File: src/rtl/ring_counter_ctrl.sv
// ---------------------------------------------------------------------------
// ring_counter_ctrl
//
// Parametrised ring / twisted-ring (Johnson) counter used as a sequencer or
// phase generator for downstream strobes. The mode, direction and enable
// inputs can change at run time. A synchronous parallel load is available.
// The block flags states that are not legal for the current mode and can
// optionally recover from them. It also emits a one-cycle wrap pulse each
// time the sequence returns to its seed.
//
// Parameters
//   WIDTH        register width (>= 2)
//   SEED_POS     index of the single 1 in the seed / reset value
//   SELF_CORRECT 1: an enabled step from an illegal state reloads the seed
//                0: shift blindly regardless of legality
//
// Ports
//   clk      in   rising-edge clock
//   rst      in   asynchronous active-high reset
//   en       in   step enable
//   dir      in   0 = rotate right (toward LSB), 1 = rotate left
//   mode     in   0 = one-hot ring, 1 = Johnson
//   load     in   synchronous load strobe (priority over en)
//   load_val in   value written on load, unchecked
//   count    out  registered counter state
//   wrap     out  registered one-cycle pulse on return to the seed
//   illegal  out  combinational: count is not legal for the current mode
// ---------------------------------------------------------------------------
module ring_counter_ctrl #(
  parameter int WIDTH        = 4,
  parameter int SEED_POS     = WIDTH - 1,
  parameter bit SELF_CORRECT = 1'b1
) (
  input  logic             clk,
  input  logic             rst,
  input  logic             en,
  input  logic             dir,
  input  logic             mode,
  input  logic             load,
  input  logic [WIDTH-1:0] load_val,
  output logic [WIDTH-1:0] count,
  output logic             wrap,
  output logic             illegal
);

  localparam logic [WIDTH-1:0] ONE  = WIDTH'(1);
  localparam logic [WIDTH-1:0] SEED = ONE << SEED_POS;

  logic [WIDTH-1:0] shifted;
  logic [WIDTH-1:0] next_count;
  logic             next_wrap;
  logic             ring_legal;
  logic             johnson_legal;
  logic [WIDTH-1:0] probe;

  // Ring legality: exactly one bit set. x & (x-1) clears the lowest set bit.
  assign ring_legal = (count != '0) && ((count & (count - ONE)) == '0);

  // Johnson legality: walk the seed's orbit, which is a constant once the
  // parameters are fixed, so this reduces to a set of equality compares.
  // Left steps are the exact inverse of right steps, so the right-step
  // orbit already covers every state reachable in either direction.
  // NOTE: probe is a blocking temporary inside combinational logic. Each
  // iteration must see the value written by the previous one, and every
  // variable is given a default first so that no latch is inferred.
  always_comb begin
    johnson_legal = 1'b0;
    probe         = SEED;
    for (int i = 0; i < 2 * WIDTH; i++) begin
      if (count == probe) johnson_legal = 1'b1;
      probe = {~probe[0], probe[WIDTH-1:1]};
    end
  end

  assign illegal = mode ? !johnson_legal : !ring_legal;

  // Candidate shifted value for the current mode and direction.
  always_comb begin
    shifted = count;
    unique case ({mode, dir})
      2'b00:   shifted = {count[0], count[WIDTH-1:1]};
      2'b01:   shifted = {count[WIDTH-2:0], count[WIDTH-1]};
      2'b10:   shifted = {~count[0], count[WIDTH-1:1]};
      default: shifted = {count[WIDTH-2:0], ~count[WIDTH-1]};
    endcase
  end

  // Update priority is load > en > hold. A wrap is issued only when a legal
  // state steps onto the seed. A step that recovers from an illegal state
  // never wraps, whether or not it lands on the seed.
  always_comb begin
    next_count = count;
    next_wrap  = 1'b0;
    if (load) begin
      next_count = load_val;
    end else if (en) begin
      if (illegal && SELF_CORRECT) begin
        next_count = SEED;
      end else begin
        next_count = shifted;
        next_wrap  = !illegal && (shifted == SEED);
      end
    end
  end

  // NOTE: state registers use non-blocking assignment so that every flop
  // samples pre-edge values. The reset value is the seed, not zero, because
  // all-zeros is not a legal ring state.
  always_ff @(posedge clk or posedge rst) begin
    if (rst) begin
      count <= SEED;
      wrap  <= 1'b0;
    end else begin
      count <= next_count;
      wrap  <= next_wrap;
    end
  end

endmodule

File: config.mk
export PLATFORM = sky130hd
export DESIGN_NAME = ring_counter_ctrl
export DESIGN_NICKNAME = d
export VERILOG_FILES = /design/src/rtl/ring_counter_ctrl.sv
export SDC_FILE = /design/constraint.sdc
export NUM_CORES = 1
export LEC_CHECK = 0
export CELL_PAD_IN_SITES_DETAIL_PLACEMENT = 0
export CELL_PAD_IN_SITES_GLOBAL_PLACEMENT = 1
export CORE_AREA = 2 2 39 41
export CTS_CLUSTER_DIAMETER = 200
export DETAILED_ROUTE_END_ITERATION = 6
export DIE_AREA = 0 0 41 43
export PLACE_DENSITY_LB_ADDON = 0.25
export SETUP_SLACK_MARGIN = 0.15
export SLEW_MARGIN = 20
export SYNTH_ARGS = -nofsm -noshare
export SYNTH_HDL_FRONTEND = slang
export SYNTH_SLANG_ARGS = --single-unit
File: constraint.sdc
create_clock -name clk -period 2.6 [get_ports clk]
set_clock_uncertainty 0.05 [all_clocks]
set_input_delay 0.39 -clock clk [delete_from_list [all_inputs] [get_ports clk]]
set_output_delay 0.39 -clock clk [all_outputs]
set_load 0.02 [all_outputs]
**After elaboration in Yosys (flattened, before gate mapping)**

Index checks and enable logic that the tools add are counted.
W data, S select, Z words.

- Register bits: 5
- Bits of input ports: 10
- Output and inout bits: 6
- Word-level logic and storage cells: 42

- Add/subtract/negate cells: 1
- Equal/unequal tests: 10
- Mux-type cells: 16
- Bitwise gates (word level): 3
- Reductions and logical operators: 10

Operators with widths:

| cell | number |
|---|---|
| $eq A4 B4 Y1 const B | 5 |
| $mux W1 | 12 |
| $mux W4 | 3 |
| $pmux W4 S3 | 1 |
| $logic_not A4 Y1 | 2 |
| $and A4 B4 Y4 | 1 |
| $eq A4 B1 Y1 const B | 1 |
| $eq A4 B2 Y1 const B | 1 |
| $eq A4 B3 Y1 const B | 1 |
| $reduce_bool A4 Y1 | 1 |
| $sub A4 B1 Y4 const B | 1 |
| $logic_not A1 Y1 | 3 |
| $eq A2 B1 Y1 const B | 1 |
| $eq A2 B2 Y1 const B | 1 |
| $logic_and A1 B1 Y1 | 2 |
| $logic_not A2 Y1 | 1 |
| $not A1 Y1 | 2 |
| $reduce_bool A2 Y1 | 1 |

**Depth between registers and ports, before layout**

- Depth after elaboration: 16
- Mapped depth: 5
- Gate-level depth less buffers: 4

**Least setup slack after synthesis**

No wires, ideal clock.

- Path kind: flip-flop to output port
- Start: reg count[3]
- End: out illegal
- Arrival time: 1.387 ns
- Required time: 2.160 ns
- Slack: 0.773 ns
- Stages on the path, launching flop included: 4
- Path buffers: 0
- Cell sequence: dfstp_2 > nor2_1 > o2bb2ai_1 > a221oi_2

- Cells in the longest elaborated chain, start to end: 11
- Elaborated cells on any way between the ends: 24
- Classes of those cells: add/sub (1); eq/ne (7); mux (9); bitwise (1); reduce/logical (6)

Ends and longest elaborated chain:

| what | line | text |
|---|---|---|
| start, declared | 41 | `output logic [WIDTH-1:0] count,` |
| start signal, assigned | 114 | `count <= next_count;` |
| $eq A4 B4 Y1 | 70 | `if (count == probe) johnson_legal = 1'b1;` |
| $mux W1 (8 in a row) | 70 |  |
| $logic_not A1 Y1 | 75 | `assign illegal = mode ? !johnson_legal : !ring_legal;` |
| $mux W1 * | 75 |  |
| end, declared | 43 | `output logic illegal` |

Every way passes the cells marked *; elsewhere a longest branch is shown, timed or not.

**Worst setup path in the final report**

- Start: in mode
- End: out illegal

- Cells in the longest elaborated chain, start to end: 1

Ends and longest elaborated chain:

| what | line | text |
|---|---|---|
| start, declared | 38 | `input logic mode,` |
| $mux W1 | 75 |  |

Every way passes these cells.

==> run_results.csv <==
group,metric,value,unit
status,outcome,"complete, no violations",
worst_setup_path,timing.critical_path.cells,"clkdlybuf4s50_1 -> or3_1 -> a221oi_2 -> a221oi_2 -> dlygate4sd2_1",
floorplan,placementRows,14,
timing,final_sum_of_negative_setup_slack,0,ns
worst_setup_path,cp_common_cell,"sky130_fd_sc_hd__a221oi_2",
routing,wire_per_inst,11.4,um
global_routing,grt_max_degree,10,
routing,routed-via-count,380,
worst_setup_path,critPathCaptureType,"output pin",
timing,timing.final.max_slew_violations,0,
global_routing,number_of_global_route_vias_before_repair,341,
clocking,tritoncts_num_sinks,5,
power,power.density,523,nW/um^2
clocking,cts-htree-levels,1,
timing,max_clock_freq,431,MHz
power,ir_drop,0.000472,V
routing,detailed_route_iter0_violations,4,
synth,ys_top_cells_by_area,"sky130_fd_sc_hd__dfrtp_1, sky130_fd_sc_hd__a221oi_2, sky130_fd_sc_hd__dfstp_2",
finish,final_layout_size_suffix_gt1_share,12.7,%
synth,netlist-cell-type-count,21,
floorplan,floorplan.die_area,1760,um^2
worst_setup_path,regToRegSetupSlack,0.82,ns
worst_setup_path,crit_buf_inv,2,
finish,finish.net_count,74,
routing,number_of_remaining_drc_errors,0,
clocking,clock_tree_from_tritoncts,"yes",
timing,final-setup-viol-count,0,
job,drv_cap,0,
finish,final_common_cell,"sky130_fd_sc_hd__clkdlybuf4s50_1",
finish,insertedDiodeCount,0,
timing,hold_viol_final,0,
floorplan,core,1380,um^2
synth,syn_nets,54,
clocking,numCtsBuffers,3,
global_routing,track_usage,12.4,%
floorplan,floorplan.initialDensity,27.0,%
clocking,hold_buffers,0,
worst_setup_path,timing.critical_path.from_type,"primary input",
worst_setup_path,crit_arrival,1.88,ns
worst_setup_path,path_delay_family,"buffers and inverters",
worst_setup_path,timing.critical_path.required,2.16,ns
clocking,cts.path.max_buffers,2,
placement,place_worst_setup_slack,0.0669,ns
global_routing,grt_first_pass_wirelength,1480,um
global_routing,remaining_global_route_overflow,0,
timing,relSlewSlack,80.9,%
synth,ff_latch_count_synth,5,
synth,synthDominantAreaCellType,"sky130_fd_sc_hd__dfrtp_1",
worst_setup_path,critPathSlowestCell,"sky130_fd_sc_hd__clkdlybuf4s50_1",
global_routing,grt_antenna_before_repair,0,
clocking,clock_latency,0.24,ns
timing,final_worst_slack,0.280,ns
min_path,min-delay-path-class,"in -> async",
finish,areaGrowthSynthToFinish,54.2,%
routing,avgViaCountPerCell,4.81,
synth,avg_cell_area_syn,8.50,um^2
routing,routed_wirelength,904,um
worst_setup_path,timing_worst_setup_path_type,"in -> out",
clocking,cts_root_buffer,"sky130_fd_sc_hd__clkbuf_4",
synth,yosysSeqAreaShare,33.8,%
synth,synth_cells,44,
floorplan,die_x,41,um
finish,nFillCells,164,
clocking,clkSlewWorstSetupHoldPaths,0.04,ns
worst_setup_path,largest_fanout_on_the_critical_path,5,
placement,detailedPlacementHpwl,691,um
synth,synth.top_cell.area_share,26.8,%
floorplan,io-pin-count,16,
timing,tightest_slew,0.283,ns
worst_setup_path,critical-path-max-stage-delay,0.47,ns
synth,mappedNetlistArea,374,um^2
placement,io_buffer_count,15,
timing,finalCritPeriodShare,89.2,%
timing,fin_crit,2.32,ns
routing,ant_nets,0,
floorplan,die_height,43,um
finish,final_cell_mix,"sky130_fd_sc_hd__clkdlybuf4s50_1, sky130_fd_sc_hd__a21oi_1, sky130_fd_sc_hd__dfrtp_1",
synth,yosys_warnings,0,
routing,firstDrtPassIters,2,
power,power.leakage,0.226,nW
placement,place_congestion,0.747,
timing,grt_setup_unrepaired,"false",
metrics by stage:
step | instance area (um^2) | hold WS, ns | total power (W) | util [%] | std cells
3_5_place_dp | 552 | 0.554 | 0.000218 | 39.9 | 75
6_report | 577 | 0.296 | 0.000302 | 41.7 | 79
5_1_grt | 577 | 0.309 | 0.000324 | 41.7 | 79
4_1_cts | 577 | 0.293 | 0.000307 | 41.7 | 79
2_1_floorplan | 374 | 0.118 | 0.000163 | - | 44
3_3_place_gp | 552 | 0.544 | 0.000218 | 39.9 | 75
cell type report:
type | instances | area (um^2) | share of cell area [%]
well taps | 16 | 20.0 | 3.47
inverters | 3 | 11.3 | 1.95
clock buffers | 4 | 26.3 | 4.56
flip-flops and latches | 5 | 126 | 21.9
multi-input cells | 34 | 229 | 39.7
repair buffers | 17 | 164 | 28.4
flip-flops by register name (all words and copies together), names as in the netlist:
signal / cells
count: 4
wrap: 1
worst register-to-register path: stages (launching register included):
cell and delay, ns:
sky130_fd_sc_hd__dfrtp_1 0.45, sky130_fd_sc_hd__or3_1 0.41, sky130_fd_sc_hd__a221oi_2 0.27, sky130_fd_sc_hd__a221oi_2 0.07, sky130_fd_sc_hd__buf_4 0.16, sky130_fd_sc_hd__o31a_1 0.29
metal layers:
metal	wire [um]	global-route usage [%]
met5	0	0
met1	450	17.7
met3	54	6.28
met2	400	16.9
met4	0	2.00
cell usage after synthesis (all sizes together):
cell type  n
nand2b     3
a21oi      5
dfrtp      4
clkbuf     1
a221oi     2
dfstp      1
mux2i      2
inv        3
o31ai      2
nor3b      2
o31a       1
o21ai      3
a21boi     1
or3        1
xnor2      2
nor4b      1
nor3       2
nand2      3
nor2       3
buf        1
o2bb2ai    1
path summary, 6_finish.rpt:
path,startpoint,end,cells past startpoint
setup / recovery,mode,illegal,5
hold / removal,rst,count[1],2
setup reg to reg,count[2],count[3],5
hold reg to reg,count[1],wrap,3
max in group asynchronous,rst,count[3],2
min in group clk,count[1],wrap,3
where the power goes:
part,internal [W],switching (W),total (W)
sequential,0.0000871,0.0000152,0.000102
combinational,0.0000579,0.0000538,0.000112
clock,0.0000579,0.0000299,0.0000878
what timing repair did:
action                     CTS  global route
setup endpoints to repair    1             0
gates resized for setup      1             0
buffers inserted             0             0
cell families (layout without fill, tap and decap cells):
group                     Yosys count  after routing  synth area share, %
buffers and inverters               5             24                 5.01
xor gates and xnor gates            2              2                 4.68
muxes                               2              2                 5.35
DFF                                 5              5                 33.8
AOI/OAI and AO/OA                  15             15                 29.4
and+or+nand+nor                    15             15                 21.7
(Power assumes the default switching activity.)
